<file path="config.mk">
export PLATFORM = sky130hd
export DESIGN_NAME = alu_arbiter
export DESIGN_NICKNAME = d
export VERILOG_FILES = /design/src/rtl/alu_arbiter.sv
export SDC_FILE = /design/constraint.sdc
export NUM_CORES = 1
export LEC_CHECK = 0
export ABC_CLOCK_PERIOD_IN_PS = 4600
export BUFFER_PORTS_ARGS = -buffer_cell sky130_fd_sc_hd__buf_4
export CAP_MARGIN = 40
export CORE_UTILIZATION = 30
export DETAILED_ROUTE_END_ITERATION = 8
export SETUP_SLACK_MARGIN = 0.2
export SLEW_MARGIN = 20
export SYNTH_ARGS = -nofsm -noshare
export SYNTH_HDL_FRONTEND = slang
export SYNTH_SLANG_ARGS = --single-unit
</file>
<file path="constraint.sdc">
create_clock -name clk_i -period 4.6 [get_ports clk_i]
set_clock_uncertainty 0.2 [all_clocks]
set_input_delay 0.92 -clock clk_i [delete_from_list [all_inputs] [get_ports clk_i]]
set_output_delay 0.92 -clock clk_i [all_outputs]
set_load 0.01 [all_outputs]
</file>
<file path="src/rtl/alu_arbiter.sv">
// Two-requester arbiter sharing one combinational ALU behind a one-entry response slot.
// Optional build macro ALU_ARB_FIXED_PRIO_EN: requester 0 always wins ties (default is round-robin).
module alu_arbiter #(
  parameter int WIDTH = 32
) (
  input  logic             clk_i,
  input  logic             reset_i,
  input  logic             req0_valid_i,
  output logic             req0_ready_o,
  input  logic [WIDTH-1:0] req0_a_i,
  input  logic [WIDTH-1:0] req0_b_i,
  input  logic [2:0]       req0_ctrl_i,
  input  logic             req1_valid_i,
  output logic             req1_ready_o,
  input  logic [WIDTH-1:0] req1_a_i,
  input  logic [WIDTH-1:0] req1_b_i,
  input  logic [2:0]       req1_ctrl_i,
  output logic             rsp0_valid_o,
  input  logic             rsp0_ready_i,
  output logic             rsp1_valid_o,
  input  logic             rsp1_ready_i,
  output logic [WIDTH-1:0] rsp_result_o
);

  localparam logic [0:0] ST_EMPTY = 1'b0;
  localparam logic [0:0] ST_HELD  = 1'b1;

  localparam logic [2:0] OP_AND = 3'b000;
  localparam logic [2:0] OP_OR  = 3'b001;
  localparam logic [2:0] OP_ADD = 3'b010;
  localparam logic [2:0] OP_SUB = 3'b110;
  localparam logic [2:0] OP_SLT = 3'b111;

  logic [0:0]       state_q, state_d;
  logic             owner_q, owner_d;
  logic             lastGrant_q, lastGrant_d;
  logic [WIDTH-1:0] result_q, result_d;

  logic             ownerDrain;
  logic             slotFree;
  logic             tieWinner;
  logic             grantIdx;
  logic             fire;
  logic [WIDTH-1:0] opA;
  logic [WIDTH-1:0] opB;
  logic [2:0]       opCtrl;
  logic [WIDTH-1:0] aluOut;

  // Unsupported opcodes fall through to zero so the slot never captures X.
  function automatic logic [WIDTH-1:0] aluOp(input logic [WIDTH-1:0] a,
                                             input logic [WIDTH-1:0] b,
                                             input logic [2:0]       ctrl);
    logic [WIDTH-1:0] res;
    res = '0;
    case (ctrl)
      OP_AND:  res = a & b;
      OP_OR:   res = a | b;
      OP_ADD:  res = a + b;
      OP_SUB:  res = a - b;
      OP_SLT:  res = {{(WIDTH-1){1'b0}}, (a < b)};
      default: res = '0;
    endcase
    return res;
  endfunction

  assign ownerDrain = (state_q == ST_HELD) && (owner_q ? rsp1_ready_i : rsp0_ready_i);
  assign slotFree   = (state_q == ST_EMPTY) || ownerDrain;

`ifdef ALU_ARB_FIXED_PRIO_EN
  assign tieWinner = 1'b0;
`else
  assign tieWinner = ~lastGrant_q;
`endif

  always_comb begin
    grantIdx = 1'b0;
    if (req0_valid_i && req1_valid_i) begin
      grantIdx = tieWinner;
    end else if (req1_valid_i) begin
      grantIdx = 1'b1;
    end
  end

  assign fire         = slotFree && (req0_valid_i || req1_valid_i);
  assign req0_ready_o = fire && (grantIdx == 1'b0);
  assign req1_ready_o = fire && (grantIdx == 1'b1);

  assign opA    = grantIdx ? req1_a_i    : req0_a_i;
  assign opB    = grantIdx ? req1_b_i    : req0_b_i;
  assign opCtrl = grantIdx ? req1_ctrl_i : req0_ctrl_i;
  assign aluOut = aluOp(opA, opB, opCtrl);

  // A fire always wins over a plain drain, which is what makes drain+refill back-to-back.
  always_comb begin
    state_d     = state_q;
    owner_d     = owner_q;
    lastGrant_d = lastGrant_q;
    result_d    = result_q;
    if (fire) begin
      state_d     = ST_HELD;
      owner_d     = grantIdx;
      lastGrant_d = grantIdx;
      result_d    = aluOut;
    end else if (ownerDrain) begin
      state_d = ST_EMPTY;
    end
  end

  always_ff @(posedge clk_i) begin
    if (reset_i) begin
      state_q     <= ST_EMPTY;
      owner_q     <= 1'b0;
      lastGrant_q <= 1'b1;
      result_q    <= '0;
    end else begin
      state_q     <= state_d;
      owner_q     <= owner_d;
      lastGrant_q <= lastGrant_d;
      result_q    <= result_d;
    end
  end

  assign rsp0_valid_o = (state_q == ST_HELD) && (owner_q == 1'b0);
  assign rsp1_valid_o = (state_q == ST_HELD) && (owner_q == 1'b1);
  assign rsp_result_o = result_q;

endmodule

</file>
==> results of run 1 <==
==> power by group through the flow <==
stage          clock (µW)  sequential [µW]  combinational (µW)
6_report              371              351                1760
5_1_grt               383              353                1910
4_1_cts               374              350                1590
3_5_place_dp            0              357                1580
3_3_place_gp            0              357                1580
2_1_floorplan           0              360                 925
==> logic make-up (layout without fill, tap and decap cells) <==
| kind of cell | after synthesis | count (layout) | synth area share [%] |
|---|---|---|---|
| flip-flops | 35 | 35 | 10.3 |
| adder cells (fa/ha/maj) | 104 | 104 | 19.3 |
| multiplexers | 85 | 85 | 13.6 |
| buffers and inverters | 142 | 449 | 8.02 |
| AND/OR/NAND/NOR | 232 | 232 | 15.7 |
| XOR/XNOR | 30 | 30 | 3.84 |
| AO/OA/AOI/OAI | 300 | 300 | 29.3 |
==> metrics by stage <==
step | util [%] | instances | hold WS (ns)
finish | 46.9 | 1515 | 0.267
global placement | 43.1 | 1486 | 0.252
CTS | 43.8 | 1494 | 0.264
floorplan | - | 928 | 0.266
global route | 46.9 | 1515 | 0.277
detailed placement | 43.1 | 1486 | 0.255
==> layout make-up <==
type / instances / area (µm²) / share of cell area [%]
Timing Repair Buffer: 344 / 2680 / 25.8
Clock buffer: 5 / 125 / 1.21
Clock inverter: 3 / 25.0 / 0.241
Tap cell: 280 / 350 / 3.38
Inverter: 97 / 367 / 3.54
Multi-Input combinational cell: 751 / 6120 / 59.0
Sequential cell: 35 / 701 / 6.76
==> critical path, cell delays in order <==
cell,delay [ns]
sky130_fd_sc_hd__buf_8,0.07
sky130_fd_sc_hd__a21boi_4,0.20
sky130_fd_sc_hd__buf_12,0.17
sky130_fd_sc_hd__buf_8,0.14
sky130_fd_sc_hd__buf_6,0.10
sky130_fd_sc_hd__mux2_4,0.31
sky130_fd_sc_hd__inv_4,0.07
sky130_fd_sc_hd__buf_6,0.08
sky130_fd_sc_hd__fa_2,0.22
sky130_fd_sc_hd__nand2b_4,0.07
sky130_fd_sc_hd__a21oi_4,0.14
sky130_fd_sc_hd__o211ai_1,0.23
sky130_fd_sc_hd__a21o_1,0.29
sky130_fd_sc_hd__a2111oi_4,0.41
sky130_fd_sc_hd__o21ai_2,0.16
sky130_fd_sc_hd__o41ai_4,0.35
sky130_fd_sc_hd__o21ai_1,0.11
sky130_fd_sc_hd__and4_1,0.18
sky130_fd_sc_hd__a31o_1,0.17
==> state kept, by name (all words and copies together) (netlist names) <==
register	flops
rsp_result_o	32
lastGrant_q	1
owner_q	1
state_q	1
==> worst max-delay path by stage <==
stage / from / endpoint / slack, ns / depth (start not counted)
floorplan: req1_valid_i / rsp_result_o[28]$_SDFFE_PP0P_ / 0.14 / 14
global route: req1_valid_i / rsp_result_o[29]$_SDFFE_PP0P_ / 0.06 / 18
CTS: req0_valid_i / rsp_result_o[28]$_SDFFE_PP0P_ / 0.19 / 15
global placement: req0_valid_i / rsp_result_o[27]$_SDFFE_PP0P_ / -0.13 / 17
detailed placement: req0_valid_i / rsp_result_o[27]$_SDFFE_PP0P_ / -0.19 / 17
finish: req1_valid_i / rsp_result_o[28]$_SDFFE_PP0P_ / 0.21 / 19
==> what timing repair did <==
| item | 4_1_cts | 5_1_grt |
|---|---|---|
| resized for setup | 3 | 97 |
| pin swaps | 2 | 33 |
| endpoints found under the setup margin | 6 | 18 |
| buffers inserted | 0 | 21 |
==> routing by layer <==
metal  global-route usage (%)  vias to the layer above  part of all wire [%]
li1                         -                     3942                     -
met2                     36.5                      238                    47
met1                     28.6                     3718                    47
met4                     2.69                        0                  0.80
met5                        0                        -                     0
met3                     2.41                       17                   5.0
==> cells in the final DEF, fill, tap and decap left out, types with 8 or more instances in the layout <==
| master | count |
|---|---|
| sky130_fd_sc_hd__mux2i_1 | 15 |
| sky130_fd_sc_hd__o21bai_1 | 10 |
| sky130_fd_sc_hd__a211oi_1 | 10 |
| sky130_fd_sc_hd__inv_2 | 8 |
| sky130_fd_sc_hd__inv_1 | 88 |
| sky130_fd_sc_hd__ha_1 | 88 |
| sky130_fd_sc_hd__nor3_1 | 18 |
| sky130_fd_sc_hd__nand2_1 | 44 |
| sky130_fd_sc_hd__mux2_4 | 9 |
| sky130_fd_sc_hd__nand3_1 | 10 |
| sky130_fd_sc_hd__nor2_1 | 103 |
| sky130_fd_sc_hd__a21oi_2 | 8 |
| sky130_fd_sc_hd__o21ai_0 | 42 |
| sky130_fd_sc_hd__buf_6 | 11 |
| sky130_fd_sc_hd__a22oi_1 | 19 |
| sky130_fd_sc_hd__o22ai_1 | 14 |
| sky130_fd_sc_hd__dfxtp_1 | 35 |
| sky130_fd_sc_hd__nand2b_1 | 8 |
| sky130_fd_sc_hd__a21o_1 | 24 |
| sky130_fd_sc_hd__ha_4 | 11 |
| sky130_fd_sc_hd__o21ai_1 | 13 |
| sky130_fd_sc_hd__buf_4 | 328 |
| sky130_fd_sc_hd__a21oi_1 | 77 |
| sky130_fd_sc_hd__mux2_2 | 54 |
| sky130_fd_sc_hd__xnor2_1 | 26 |
==> flow_summary.html, run 1 <==
<table>
<tr><th>Metric</th><th>Value</th></tr>
<tr><th colspan="2">Critical path</th></tr>
<tr><td>Endpoint of the worst-slack reg-to-reg timing path</td><td>rsp_result_o[28]$_SDFFE_PP0P_</td></tr>
<tr><td>Worst-case register-to-register setup slack</td><td>0.57 ns</td></tr>
<tr><td>Critical-path maximum fanout</td><td>8</td></tr>
<tr><td>Required time of the worst setup path</td><td>roughly 4.6 ns</td></tr>
<tr><td>Worst reg-to-reg path cell count</td><td>18</td></tr>
<tr><td>Startpoint of the worst-slack reg-to-reg timing path</td><td>lastGrant_q$_SDFFE_PP1P_</td></tr>
<tr><td>Element type at the critical path end</td><td>flip-flop</td></tr>
<tr><td>Category of the critical setup timing path</td><td>in2reg</td></tr>
<tr><td>Arrival time at the worst endpoint</td><td>4.38 ns</td></tr>
<tr><td>Startpoint kind of the worst setup timing path</td><td>primary input</td></tr>
<tr><th colspan="2">Power and ir drop</th></tr>
<tr><td>Register share of total power</td><td>14.1%</td></tr>
<tr><td>Largest vdd supply drop</td><td>0.138 mV</td></tr>
<tr><td>Total Power Consumption</td><td>2480 µW</td></tr>
<tr><td>Cell leakage power</td><td>0.00490 µW</td></tr>
<tr><td>Proportion of power drawn by combinational gates</td><td>70.9%</td></tr>
<tr><td>Switching power total</td><td>1100 µW</td></tr>
<tr><td>Clock network power share</td><td>14.9%</td></tr>
<tr><td>Internal cell power</td><td>1380 µW</td></tr>
<tr><td>Switching portion of total power</td><td>around 44%</td></tr>
<tr><td>Power per unit of standard cell area</td><td>239 nW/µm²</td></tr>
<tr><th colspan="2">Synth</th></tr>
<tr><td>Post-synthesis cell count</td><td>928</td></tr>
<tr><td>Top post-synthesis cells by area</td><td>sky130_fd_sc_hd__ha_1, sky130_fd_sc_hd__mux2_2, sky130_fd_sc_hd__dfxtp_1</td></tr>
<tr><td>Total of flip-flops plus latches after synthesis</td><td>35</td></tr>
<tr><td>EDFF count, synth</td><td>0</td></tr>
<tr><td>Top cell type's share of synthesized area</td><td>roughly a fifth</td></tr>
<tr><td>Post-synthesis cell type with the largest combined area</td><td>sky130_fd_sc_hd__ha_1</td></tr>
<tr><td>Top cells by count, synth</td><td>sky130_fd_sc_hd__nor2_1, sky130_fd_sc_hd__ha_1, sky130_fd_sc_hd__inv_1, sky130_fd_sc_hd__a21oi_1, sky130_fd_sc_hd__mux2_2</td></tr>
<tr><td>Yosys warning total</td><td>0</td></tr>
<tr><td>Synthesized Nets</td><td>1172</td></tr>
<tr><td>Total standard cell area after synthesis</td><td>between 6000 and 7000 µm²</td></tr>
<tr><td>Async SR Flop Fraction</td><td>0%</td></tr>
<tr><td>Number of distinct standard cells referenced by the synthesized netlist</td><td>75</td></tr>
<tr><td>Mapped Avg Cell Area</td><td>7.36 µm²</td></tr>
<tr><td>Most common flop cell mapped by yosys</td><td>sky130_fd_sc_hd__dfxtp_1</td></tr>
<tr><td>Most used standard cell by instance count after synthesis</td><td>sky130_fd_sc_hd__nor2_1</td></tr>
<tr><td>Proportion of synthesized chip area in sequential cells</td><td>10.3%</td></tr>
<tr><th colspan="2">STA</th></tr>
<tr><td>Setup slack after layout</td><td>0.207 ns</td></tr>
<tr><td>Final number of max-transition violations</td><td>0</td></tr>
<tr><td>F_max</td><td>approximately 230 MHz</td></tr>
<tr><td>Post-route fraction of the period consumed by the critical path</td><td>95.5%</td></tr>
<tr><td>Worst slew slack as a fraction of its limit</td><td>between 40 and 50%</td></tr>
<tr><td>Final Critical Period</td><td>about 4.4 ns</td></tr>
<tr><td>Final count of negative-setup-slack endpoints</td><td>0</td></tr>
<tr><td>Measured slew at the worst slew-check pin</td><td>0.783 ns</td></tr>
<tr><td>Post-route setup TNS</td><td>0 ns</td></tr>
<tr><td>RSZ-0062 raised after global routing</td><td>true</td></tr>
<tr><td>Final Hold Fails</td><td>0</td></tr>
<tr><th colspan="2">Clocking</th></tr>
<tr><td>Max Root-Sink Buffers</td><td>2</td></tr>
<tr><td>TritonCTS buffer count</td><td>5</td></tr>
<tr><td>Root Buffer Master</td><td>sky130_fd_sc_hd__clkbuf_16</td></tr>
<tr><td>Hold-fix buffers at CTS</td><td>0</td></tr>
<tr><td>Number of H-tree levels</td><td>2</td></tr>
<tr><td>Clock insertion delay at the later pin of the skew report</td><td>0.29 ns</td></tr>
<tr><td>Number of sinks driven by the clock tree</td><td>35</td></tr>
<tr><td>TritonCTS clock tree</td><td>yes</td></tr>
<tr><td>Clock transition at the registers of the reported paths</td><td>0.07 ns</td></tr>
<tr><th colspan="2">Global routing</th></tr>
<tr><td>Via count of the first global-routing pass</td><td>about 7800</td></tr>
<tr><td>Remaining Overflow, GRT</td><td>0</td></tr>
<tr><td>Number of antenna violations at the first check in global routing</td><td>0</td></tr>
<tr><td>Gr usage total</td><td>21.1%</td></tr>
<tr><td>First-pass GRT wire length</td><td>39900 µm</td></tr>
<tr><td>Largest net degree at the start of global routing</td><td>45</td></tr>
<tr><th colspan="2">Placement</th></tr>
<tr><td>Half-perimeter wire length of the detailed placement result</td><td>20600 µm</td></tr>
<tr><td>Port Buffer Count</td><td>175</td></tr>
<tr><td>Last weighted congestion value of the routability-driven placer</td><td>0.933</td></tr>
<tr><td>Post-place setup slack</td><td>-0.190 ns</td></tr>
<tr><td>Post-detailed-placement cell area</td><td>9530 µm²</td></tr>
<tr><th colspan="2">Worst hold path</th></tr>
<tr><td>Hold-critical path depth</td><td>2</td></tr>
<tr><td>Hold path startpoint</td><td>rsp_result_o[27]$_SDFFE_PP0P_</td></tr>
<tr><td>Hold/Removal Path Class</td><td>reg2reg</td></tr>
<tr><td>Worst min-delay path endpoint</td><td>rsp_result_o[27]$_SDFFE_PP0P_</td></tr>
<tr><th colspan="2">Cells and area</th></tr>
<tr><td>Layout cells sized above 1</td><td>40.7%</td></tr>
<tr><td>Filler cell count</td><td>approximately 2200</td></tr>
<tr><td>Net count of the finished layout</td><td>approximately 1500</td></tr>
<tr><td>Relative area change from synthesis to final layout</td><td>51.6%</td></tr>
<tr><td>Final Cell Area</td><td>10400 µm²</td></tr>
<tr><td>Number of antenna diodes</td><td>0</td></tr>
<tr><th colspan="2">Floorplan</th></tr>
<tr><td>Die W</td><td>153 µm</td></tr>
<tr><td>Die Span Y</td><td>153 µm</td></tr>
<tr><td>Num ports</td><td>176</td></tr>
<tr><td>Core Footprint</td><td>22100 µm²</td></tr>
<tr><td>Number of cell rows</td><td>54</td></tr>
<tr><td>Area of the die</td><td>roughly 23000 µm²</td></tr>
<tr><td>Starting utilization of the core area</td><td>30.9%</td></tr>
<tr><th colspan="2">Drt</th></tr>
<tr><td>Average routed wire per standard cell</td><td>17.0 µm</td></tr>
<tr><td>Number of vias per cell after detailed routing</td><td>roughly 5.2</td></tr>
<tr><td>Detailed-route via count</td><td>7915</td></tr>
<tr><td>DRC viols</td><td>0</td></tr>
<tr><td>Detailed Route WL</td><td>25800 µm</td></tr>
<tr><td>Length of the first detailed-routing pass in iterations</td><td>5</td></tr>
<tr><td>Number of DRC markers after the initial detailed-route iteration</td><td>469</td></tr>
<tr><td>Routed Antenna Nets</td><td>0</td></tr>
<tr><th colspan="2">Flow run</th></tr>
<tr><td>Count of max-cap constraint violations</td><td>0</td></tr>
<tr><th colspan="2">Status</th></tr>
<tr><td>Status</td><td>finished, final reports clean</td></tr>
</table>
Power figures use the tool's default switching activity.
==> run 2, diff against run 1 <==
--- a/config.mk
+++ b/config.mk
@@ -8,8 +8,9 @@
 export ABC_CLOCK_PERIOD_IN_PS = 4600
 export BUFFER_PORTS_ARGS = -buffer_cell sky130_fd_sc_hd__buf_4
 export CAP_MARGIN = 40
-export CORE_UTILIZATION = 30
+export CORE_UTILIZATION = 50
 export DETAILED_ROUTE_END_ITERATION = 8
+export PLACE_DENSITY = 0.79
 export SETUP_SLACK_MARGIN = 0.2
 export SLEW_MARGIN = 20
 export SYNTH_ARGS = -nofsm -noshare
==> run 2 against run 1 <==
Worst hold slack gained 0.0057 ns. Combinational power shrank 9%. Cell count shrank 11%. Sequential share of layout area grew 0.59 points. Non-clock buffer count shrank 56. Maximum frequency shrank 0.77%. Design area shrank 8.0%. Sequential cell count is the same. Total power shrank 7.1%. Register-to-register slack is essentially flat. Utilization grew 25 points.
==> flow_summary.html, run 2 (synthesized netlist as in run 1, its figures left out) <==
<table>
<tr><th>Metric</th><th>Value</th></tr>
<tr><th colspan="2">Status</th></tr>
<tr><td>Status</td><td>finished, final reports clean</td></tr>
<tr><th colspan="2">Floorplan</th></tr>
<tr><td>Starting utilization of the core area</td><td>between 50% and 60%</td></tr>
<tr><td>Number of cell rows</td><td>42</td></tr>
<tr><td>Area of the die</td><td>14100 µm²</td></tr>
<tr><td>Core Footprint</td><td>13300 µm²</td></tr>
<tr><td>Die Span Y</td><td>119 µm</td></tr>
<tr><td>Die W</td><td>119 µm</td></tr>
<tr><td>Num ports</td><td>176</td></tr>
<tr><th colspan="2">Flow run</th></tr>
<tr><td>Count of max-cap constraint violations</td><td>0</td></tr>
<tr><th colspan="2">Cells and area</th></tr>
<tr><td>Flip-flop count of the largest register, all copies and words added</td><td>32</td></tr>
<tr><td>Layout cells sized above 1</td><td>35.7%</td></tr>
<tr><td>Most common cell after layout, fill and taps aside</td><td>sky130_fd_sc_hd__buf_4</td></tr>
<tr><td>Number of antenna diodes</td><td>0</td></tr>
<tr><td>Net count of the finished layout</td><td>roughly 1400</td></tr>
<tr><td>Final Cell Area</td><td>9530 µm²</td></tr>
<tr><td>Relative area change from synthesis to final layout</td><td>39.5%</td></tr>
<tr><td>Most used cells in the layout excluding fill and tap cells</td><td>sky130_fd_sc_hd__buf_4, sky130_fd_sc_hd__nor2_1, sky130_fd_sc_hd__ha_1</td></tr>
<tr><th colspan="2">Power and ir drop</th></tr>
<tr><td>Cell leakage power</td><td>approximately 0.0046 µW</td></tr>
<tr><td>Largest vdd supply drop</td><td>~0.14 mV</td></tr>
<tr><td>Power per unit of standard cell area</td><td>242 nW/µm²</td></tr>
<tr><th colspan="2">Critical path</th></tr>
<tr><td>Category of the critical setup timing path</td><td>in2reg</td></tr>
<tr><td>Worst setup path start</td><td>req1_valid_i</td></tr>
<tr><td>Worst-path cell chain</td><td>buf_4 -&gt; a21boi_4 -&gt; buf_6 -&gt; clkbuf_16 -&gt; mux2_2 -&gt; ha_1 -&gt; or3_4 -&gt; or3_1 -&gt; a21o_1 -&gt; a2111oi_4 -&gt; o21ai_2 -&gt; o41ai_4 -&gt; o21ai_0 -&gt; and4_1 -&gt; a31o_1</td></tr>
<tr><td>Required time of the worst setup path</td><td>4.59 ns</td></tr>
<tr><td>Element type at the critical path end</td><td>flip-flop</td></tr>
<tr><td>Arrival time at the worst endpoint</td><td>4.41 ns</td></tr>
<tr><td>Critical-path maximum fanout</td><td>6</td></tr>
<tr><td>Highest-delay cell along the critical path</td><td>sky130_fd_sc_hd__or3_4</td></tr>
<tr><td>Critical Path Max Stage Delay</td><td>~0.39 ns</td></tr>
<tr><td>Startpoint of the worst-slack reg-to-reg timing path</td><td>lastGrant_q$_SDFFE_PP1P_</td></tr>
<tr><td>Startpoint kind of the worst setup timing path</td><td>primary input</td></tr>
<tr><th colspan="2">Global routing</th></tr>
<tr><td>Via count of the first global-routing pass</td><td>~7600</td></tr>
<tr><td>Number of antenna violations at the first check in global routing</td><td>0</td></tr>
<tr><td>Remaining Overflow, GRT</td><td>0</td></tr>
<tr><td>First-pass GRT wire length</td><td>36700 µm</td></tr>
<tr><td>Gr usage total</td><td>31.9%</td></tr>
<tr><td>Largest net degree at the start of global routing</td><td>45</td></tr>
<tr><th colspan="2">Clocking</th></tr>
<tr><td>Number of sinks driven by the clock tree</td><td>35</td></tr>
<tr><td>TritonCTS clock tree</td><td>yes</td></tr>
<tr><td>Hold-fix buffers at CTS</td><td>0</td></tr>
<tr><td>Number of H-tree levels</td><td>2</td></tr>
<tr><td>Clock insertion delay at the later pin of the skew report</td><td>0.29 ns</td></tr>
<tr><td>Max Root-Sink Buffers</td><td>2</td></tr>
<tr><td>Clock transition at the registers of the reported paths</td><td>around 0.060 ns</td></tr>
<tr><td>Root Buffer Master</td><td>sky130_fd_sc_hd__clkbuf_16</td></tr>
<tr><td>TritonCTS buffer count</td><td>5</td></tr>
<tr><th colspan="2">STA</th></tr>
<tr><td>Post-route setup TNS</td><td>0 ns</td></tr>
<tr><td>RSZ-0062 raised after global routing</td><td>true</td></tr>
<tr><td>Final number of max-transition violations</td><td>0</td></tr>
<tr><td>Final Hold Fails</td><td>0</td></tr>
<tr><td>Post-route fraction of the period consumed by the critical path</td><td>a little over nine tenths</td></tr>
<tr><td>Final Critical Period</td><td>4.43 ns</td></tr>
<tr><td>F_max</td><td>226 MHz</td></tr>
<tr><td>Measured slew at the worst slew-check pin</td><td>roughly 0.5 ns</td></tr>
<tr><td>Final count of negative-setup-slack endpoints</td><td>0</td></tr>
<tr><td>Worst slew slack as a fraction of its limit</td><td>between 60 and 70%</td></tr>
<tr><th colspan="2">Drt</th></tr>
<tr><td>Length of the first detailed-routing pass in iterations</td><td>5</td></tr>
<tr><td>Routed Antenna Nets</td><td>0</td></tr>
<tr><td>Detailed-route via count</td><td>8040</td></tr>
<tr><td>Number of vias per cell after detailed routing</td><td>around 5.9</td></tr>
<tr><td>Number of DRC markers after the initial detailed-route iteration</td><td>758</td></tr>
<tr><td>Average routed wire per standard cell</td><td>17.5 µm</td></tr>
<tr><td>DRC viols</td><td>0</td></tr>
<tr><td>Detailed Route WL</td><td>23800 µm</td></tr>
<tr><th colspan="2">Placement</th></tr>
<tr><td>Port Buffer Count</td><td>175</td></tr>
<tr><td>Last weighted congestion value of the routability-driven placer</td><td>0.997</td></tr>
<tr><td>Post-detailed-placement cell area</td><td>9040 µm²</td></tr>
<tr><td>Half-perimeter wire length of the detailed placement result</td><td>between 15000 and 20000 µm</td></tr>
<tr><th colspan="2">Worst hold path</th></tr>
<tr><td>Hold/Removal Path Class</td><td>reg2reg</td></tr>
<tr><td>Hold path startpoint</td><td>rsp_result_o[13]$_SDFFE_PP0P_</td></tr>
</table>
-- run 2: final timing paths --
kind	end	cells after the start	slack [ns]
worst max-delay path	rsp_result_o[28]$_SDFFE_PP0P_	15	0.17
worst min-delay path	rsp_result_o[13]$_SDFFE_PP0P_	2	0.27
worst max register to register	rsp_result_o[28]$_SDFFE_PP0P_	14	0.56
worst min register to register	rsp_result_o[13]$_SDFFE_PP0P_	2	0.27
-- run 2: through the flow --
stage | cells | hold slack, ns | setup slack, ns | power, µW | utilization [%]
after global routing | 1355 | 0.309 | 0.0584 | 2450 | 71.7
after global placement | 1336 | 0.237 | -0.00346 | 1810 | 68.0
after CTS | 1344 | 0.277 | 0.232 | 2190 | 69.1
after detailed placement | 1336 | 0.247 | -0.0579 | 1830 | 68.0
final | 1355 | 0.272 | 0.174 | 2300 | 71.7
after floorplan | 928 | 0.266 | 0.145 | 1290 | -
-- run 2: report_power, final --
part / switching (µW) / leakage (µW) / internal, µW / total (µW)
combinational: 857 / 0.00421 / 740 / 1600
sequential: 19.5 / 0.000285 / 329 / 349
clock: 156 / 0.0000658 / 200 / 356
-- run 2: layout make-up --
type,count,area [µm²]
multi-input cells,751,5880
fillers,1125,3760
repair buffers,288,2220
flip-flops and latches,35,701
inverters,97,364
well taps,176,220
clock buffers,5,125
clock inverters,3,20.0
-- run 2: critical path: cells and delay by family --
family          cells  cell delay [ns]
mux                 1             0.36
simple gates        3             0.90
buf+inv             3             0.39
compound gates      7             1.52
fa+ha+maj           1             0.30
-- run 2: metal layers --
layer	routed length, µm	vias to the layer above	part of all wire (%)	global-route usage (%)
met5	0	-	0	0
met4	532	0	2.2	7.28
li1	-	3840	-	-
met2	11300	398	48	55.3
met1	9930	3751	42	41.2
met3	1960	51	8.2	4.89
-- run 2: repair_timing --
action                                  in CTS  in global routing
hold endpoints to repair                     0                  0
buffers inserted                             0                  9
resized for setup                            0                 47
endpoints found under the setup margin       0                 14
==> run 3, diff against run 2 <==
--- a/config.mk
+++ b/config.mk
@@ -5,12 +5,12 @@
 export SDC_FILE = /design/constraint.sdc
 export NUM_CORES = 1
 export LEC_CHECK = 0
-export ABC_CLOCK_PERIOD_IN_PS = 4600
+export ABC_CLOCK_PERIOD_IN_PS = 5550
 export BUFFER_PORTS_ARGS = -buffer_cell sky130_fd_sc_hd__buf_4
 export CAP_MARGIN = 40
-export CORE_UTILIZATION = 50
+export CORE_UTILIZATION = 60
 export DETAILED_ROUTE_END_ITERATION = 8
-export PLACE_DENSITY = 0.79
+export PLACE_DENSITY = 0.89
 export SETUP_SLACK_MARGIN = 0.2
 export SLEW_MARGIN = 20
 export SYNTH_ARGS = -nofsm -noshare
==> constraint.sdc (replaced) <==
create_clock -name clk_i -period 5.55 [get_ports clk_i]
set_clock_uncertainty 0.2 [all_clocks]
set_input_delay 1.11 -clock clk_i [delete_from_list [all_inputs] [get_ports clk_i]]
set_output_delay 1.11 -clock clk_i [all_outputs]
set_load 0.01 [all_outputs]
==> run 3 against run 2 <==
Worst hold slack improved by 0.0056 ns. Sequential share of layout area rose by 0.94 points. Non-clock buffer count is 98 lower. Clock power shrank 9.0%. Total power shrank 25%. First-iteration DRC count increased by 10%. Via count down 4.6%. Utilization is 5.3 points higher. Largest power group unchanged.
==> flow_summary.html, run 3 (synthesized netlist as in run 1, its figures left out) <==
<table>
<tr><th>Metric</th><th>Value</th></tr>
<tr><th colspan="2">STA</th></tr>
<tr><td>Measured slew at the worst slew-check pin</td><td>0.824 ns</td></tr>
<tr><td>RSZ-0062 raised after global routing</td><td>false</td></tr>
<tr><td>Final Hold Fails</td><td>0</td></tr>
<tr><td>Post-route fraction of the period consumed by the critical path</td><td>89.4%</td></tr>
<tr><td>Final number of max-transition violations</td><td>0</td></tr>
<tr><td>Final Critical Period</td><td>4.96 ns</td></tr>
<tr><td>Worst slew slack as a fraction of its limit</td><td>44.5%</td></tr>
<tr><td>F_max</td><td>between 200 and 250 MHz</td></tr>
<tr><td>Final count of negative-setup-slack endpoints</td><td>0</td></tr>
<tr><td>Setup slack after layout</td><td>0.586 ns</td></tr>
<tr><td>Post-route setup TNS</td><td>0 ns</td></tr>
<tr><th colspan="2">Placement</th></tr>
<tr><td>Post-detailed-placement cell area</td><td>about 8300 µm²</td></tr>
<tr><td>Port Buffer Count</td><td>175</td></tr>
<tr><td>Number of cells after detailed placement</td><td>1213</td></tr>
<tr><td>Half-perimeter wire length of the detailed placement result</td><td>17500 µm</td></tr>
<tr><td>Post-place setup slack</td><td>0.382 ns</td></tr>
<tr><td>Last weighted congestion value of the routability-driven placer</td><td>0.987</td></tr>
<tr><th colspan="2">Critical path</th></tr>
<tr><td>Critical-path maximum fanout</td><td>43</td></tr>
<tr><td>Arrival time at the worst endpoint</td><td>4.97 ns</td></tr>
<tr><td>Element type at the critical path end</td><td>flip-flop</td></tr>
<tr><td>Worst-case register-to-register setup slack</td><td>1.20 ns</td></tr>
<tr><td>Startpoint kind of the worst setup timing path</td><td>primary input</td></tr>
<tr><td>Required time of the worst setup path</td><td>5.56 ns</td></tr>
<tr><td>Category of the critical setup timing path</td><td>in2reg</td></tr>
<tr><th colspan="2">Drt</th></tr>
<tr><td>Number of DRC markers after the initial detailed-route iteration</td><td>837</td></tr>
<tr><td>Detailed Route WL</td><td>22100 µm</td></tr>
<tr><td>Detailed-route via count</td><td>between 7000 and 8000</td></tr>
<tr><td>DRC viols</td><td>0</td></tr>
<tr><td>Length of the first detailed-routing pass in iterations</td><td>5</td></tr>
<tr><td>Average routed wire per standard cell</td><td>18.1 µm</td></tr>
<tr><td>Routed Antenna Nets</td><td>0</td></tr>
<tr><td>Number of vias per cell after detailed routing</td><td>6.28</td></tr>
<tr><th colspan="2">Clocking</th></tr>
<tr><td>Clock insertion delay at the later pin of the skew report</td><td>0.30 ns</td></tr>
<tr><td>Gates resized, CTS repair</td><td>0</td></tr>
<tr><td>Hold-fix buffers at CTS</td><td>0</td></tr>
<tr><td>Clock transition at the registers of the reported paths</td><td>around 0.06 ns</td></tr>
<tr><td>Max Root-Sink Buffers</td><td>2</td></tr>
<tr><td>TritonCTS buffer count</td><td>5</td></tr>
<tr><td>Root Buffer Master</td><td>sky130_fd_sc_hd__clkbuf_16</td></tr>
<tr><td>Number of H-tree levels</td><td>2</td></tr>
<tr><td>TritonCTS clock tree</td><td>yes</td></tr>
<tr><td>Post-CTS setup buffer count</td><td>0</td></tr>
<tr><td>Number of sinks driven by the clock tree</td><td>35</td></tr>
<tr><th colspan="2">Power and ir drop</th></tr>
<tr><td>Register share of total power</td><td>16.7%</td></tr>
<tr><td>Largest vdd supply drop</td><td>0.131 mV</td></tr>
<tr><td>Cell leakage power</td><td>0.00403 µW</td></tr>
<tr><td>Power per unit of standard cell area</td><td>approximately 200 nW/µm²</td></tr>
<tr><td>Proportion of power drawn by combinational gates</td><td>64.6%</td></tr>
<tr><td>Clock network power share</td><td>about a fifth</td></tr>
<tr><td>Internal cell power</td><td>940 µW</td></tr>
<tr><td>Switching power total</td><td>~800 µW</td></tr>
<tr><td>Switching portion of total power</td><td>a little under half</td></tr>
<tr><th colspan="2">Status</th></tr>
<tr><td>Status</td><td>finished, final reports clean</td></tr>
<tr><th colspan="2">Floorplan</th></tr>
<tr><td>Starting utilization of the core area</td><td>62.2%</td></tr>
<tr><td>Num ports</td><td>roughly 180</td></tr>
<tr><td>Area of the die</td><td>11800 µm²</td></tr>
<tr><td>Core Footprint</td><td>around 11000 µm²</td></tr>
<tr><td>Die Span Y</td><td>109 µm</td></tr>
<tr><td>Die W</td><td>109 µm</td></tr>
<tr><td>Number of cell rows</td><td>38</td></tr>
<tr><th colspan="2">Global routing</th></tr>
<tr><td>Largest net degree at the start of global routing</td><td>45</td></tr>
<tr><td>Number of antenna violations at the first check in global routing</td><td>0</td></tr>
<tr><td>Gr usage total</td><td>between 30% and 40%</td></tr>
<tr><td>Via count of the first global-routing pass</td><td>~7200</td></tr>
<tr><td>Remaining Overflow, GRT</td><td>0</td></tr>
<tr><td>First-pass GRT wire length</td><td>~35000 µm</td></tr>
<tr><th colspan="2">Cells and area</th></tr>
<tr><td>Post-Layout Cell Count</td><td>1221</td></tr>
<tr><td>Area of combinational cells with multiple inputs</td><td>about 5600 µm²</td></tr>
<tr><td>Filler cell count</td><td>875</td></tr>
<tr><td>Most used cells in the layout excluding fill and tap cells</td><td>sky130_fd_sc_hd__buf_4, sky130_fd_sc_hd__nor2_1, sky130_fd_sc_hd__ha_1</td></tr>
<tr><td>Number of antenna diodes</td><td>0</td></tr>
<tr><td>Flip-flop count of the largest register, all copies and words added</td><td>32</td></tr>
<tr><td>Relative area change from synthesis to final layout</td><td>23.7%</td></tr>
<tr><td>Final Cell Area</td><td>between 8000 and 9000 µm²</td></tr>
<tr><td>Most common cell after layout, fill and taps aside</td><td>sky130_fd_sc_hd__buf_4</td></tr>
<tr><td>Sequential cell area</td><td>around 700 µm²</td></tr>
<tr><td>Net count of the finished layout</td><td>between 1000 and 1500</td></tr>
<tr><td>Layout cells sized above 1</td><td>26.3%</td></tr>
<tr><td>Utilization after layout</td><td>77.0%</td></tr>
<tr><th colspan="2">Flow run</th></tr>
<tr><td>Count of max-cap constraint violations</td><td>0</td></tr>
<tr><th colspan="2">Worst hold path</th></tr>
<tr><td>Hold/Removal Path Class</td><td>reg2reg</td></tr>
</table>
## run 3: changes by cell type in the layout (fill, tap and decap cells not counted), sizes merged
cell | previous run | this run
buf | 287 | 190
clkinv | 1 | 0
clkbuf | 6 | 8
clkinvlp | 2 | 0
## run 3: final cells by class
class	count	area share [%]
Sequential cell	35	8.29
Multi-Input combinational cell	751	66.3
Timing Repair Buffer	190	17.2
Tap cell	140	2.07
Clock buffer	8	1.85
Inverter	97	4.31
## run 3: worst paths after layout
path / startpoint / endpoint / cells past startpoint
setup reg to reg: lastGrant_q$_SDFFE_PP1P_ / rsp_result_o[29]$_SDFFE_PP0P_ / 15
setup / recovery: req0_valid_i / rsp_result_o[29]$_SDFFE_PP0P_ / 16
hold reg to reg: rsp_result_o[27]$_SDFFE_PP0P_ / rsp_result_o[27]$_SDFFE_PP0P_ / 2
hold / removal: rsp_result_o[27]$_SDFFE_PP0P_ / rsp_result_o[27]$_SDFFE_PP0P_ / 2
## run 3: metal layers
layer / share of wire [%] / up-vias / global-route usage (%)
met2: 47 / 469 / 64.5
met4: 3.6 / 0 / 16.1
met1: 39 / 3494 / 46.2
met5: 0 / - / 0
li1: - / 3637 / -
met3: 10 / 71 / 6.75
## run 3: power groups by stage
stage               sequential (µW)  combinational, µW  clock [µW]
CTS                             287               1090         323
floorplan                       298                751           0
global placement                292               1070           0
detailed placement              293               1080           0
global route                    290               1210         329
finish                          288               1120         324
## run 3: stage by stage
stage | hold WS, ns | total power, µW
2_1_floorplan | 0.266 | 1050
3_3_place_gp | 0.245 | 1360
3_5_place_dp | 0.267 | 1370
4_1_cts | 0.275 | 1700
5_1_grt | 0.306 | 1830
6_report | 0.278 | 1730
## run 3: worst max-delay path: stages
cell and delay [ns]:
sky130_fd_sc_hd__buf_4 0.13, sky130_fd_sc_hd__a21boi_4 0.22, sky130_fd_sc_hd__buf_12 0.27, sky130_fd_sc_hd__mux2i_1 0.36
sky130_fd_sc_hd__inv_1 0.15, sky130_fd_sc_hd__ha_1 0.33, sky130_fd_sc_hd__a211oi_1 0.30, sky130_fd_sc_hd__o41ai_2 0.16
sky130_fd_sc_hd__o21ai_1 0.37, sky130_fd_sc_hd__a211oi_1 0.14, sky130_fd_sc_hd__a221oi_1 0.35, sky130_fd_sc_hd__a21oi_2 0.16
sky130_fd_sc_hd__a41oi_1 0.33, sky130_fd_sc_hd__mux2i_1 0.22, sky130_fd_sc_hd__nand2_1 0.07, sky130_fd_sc_hd__a311oi_1 0.29
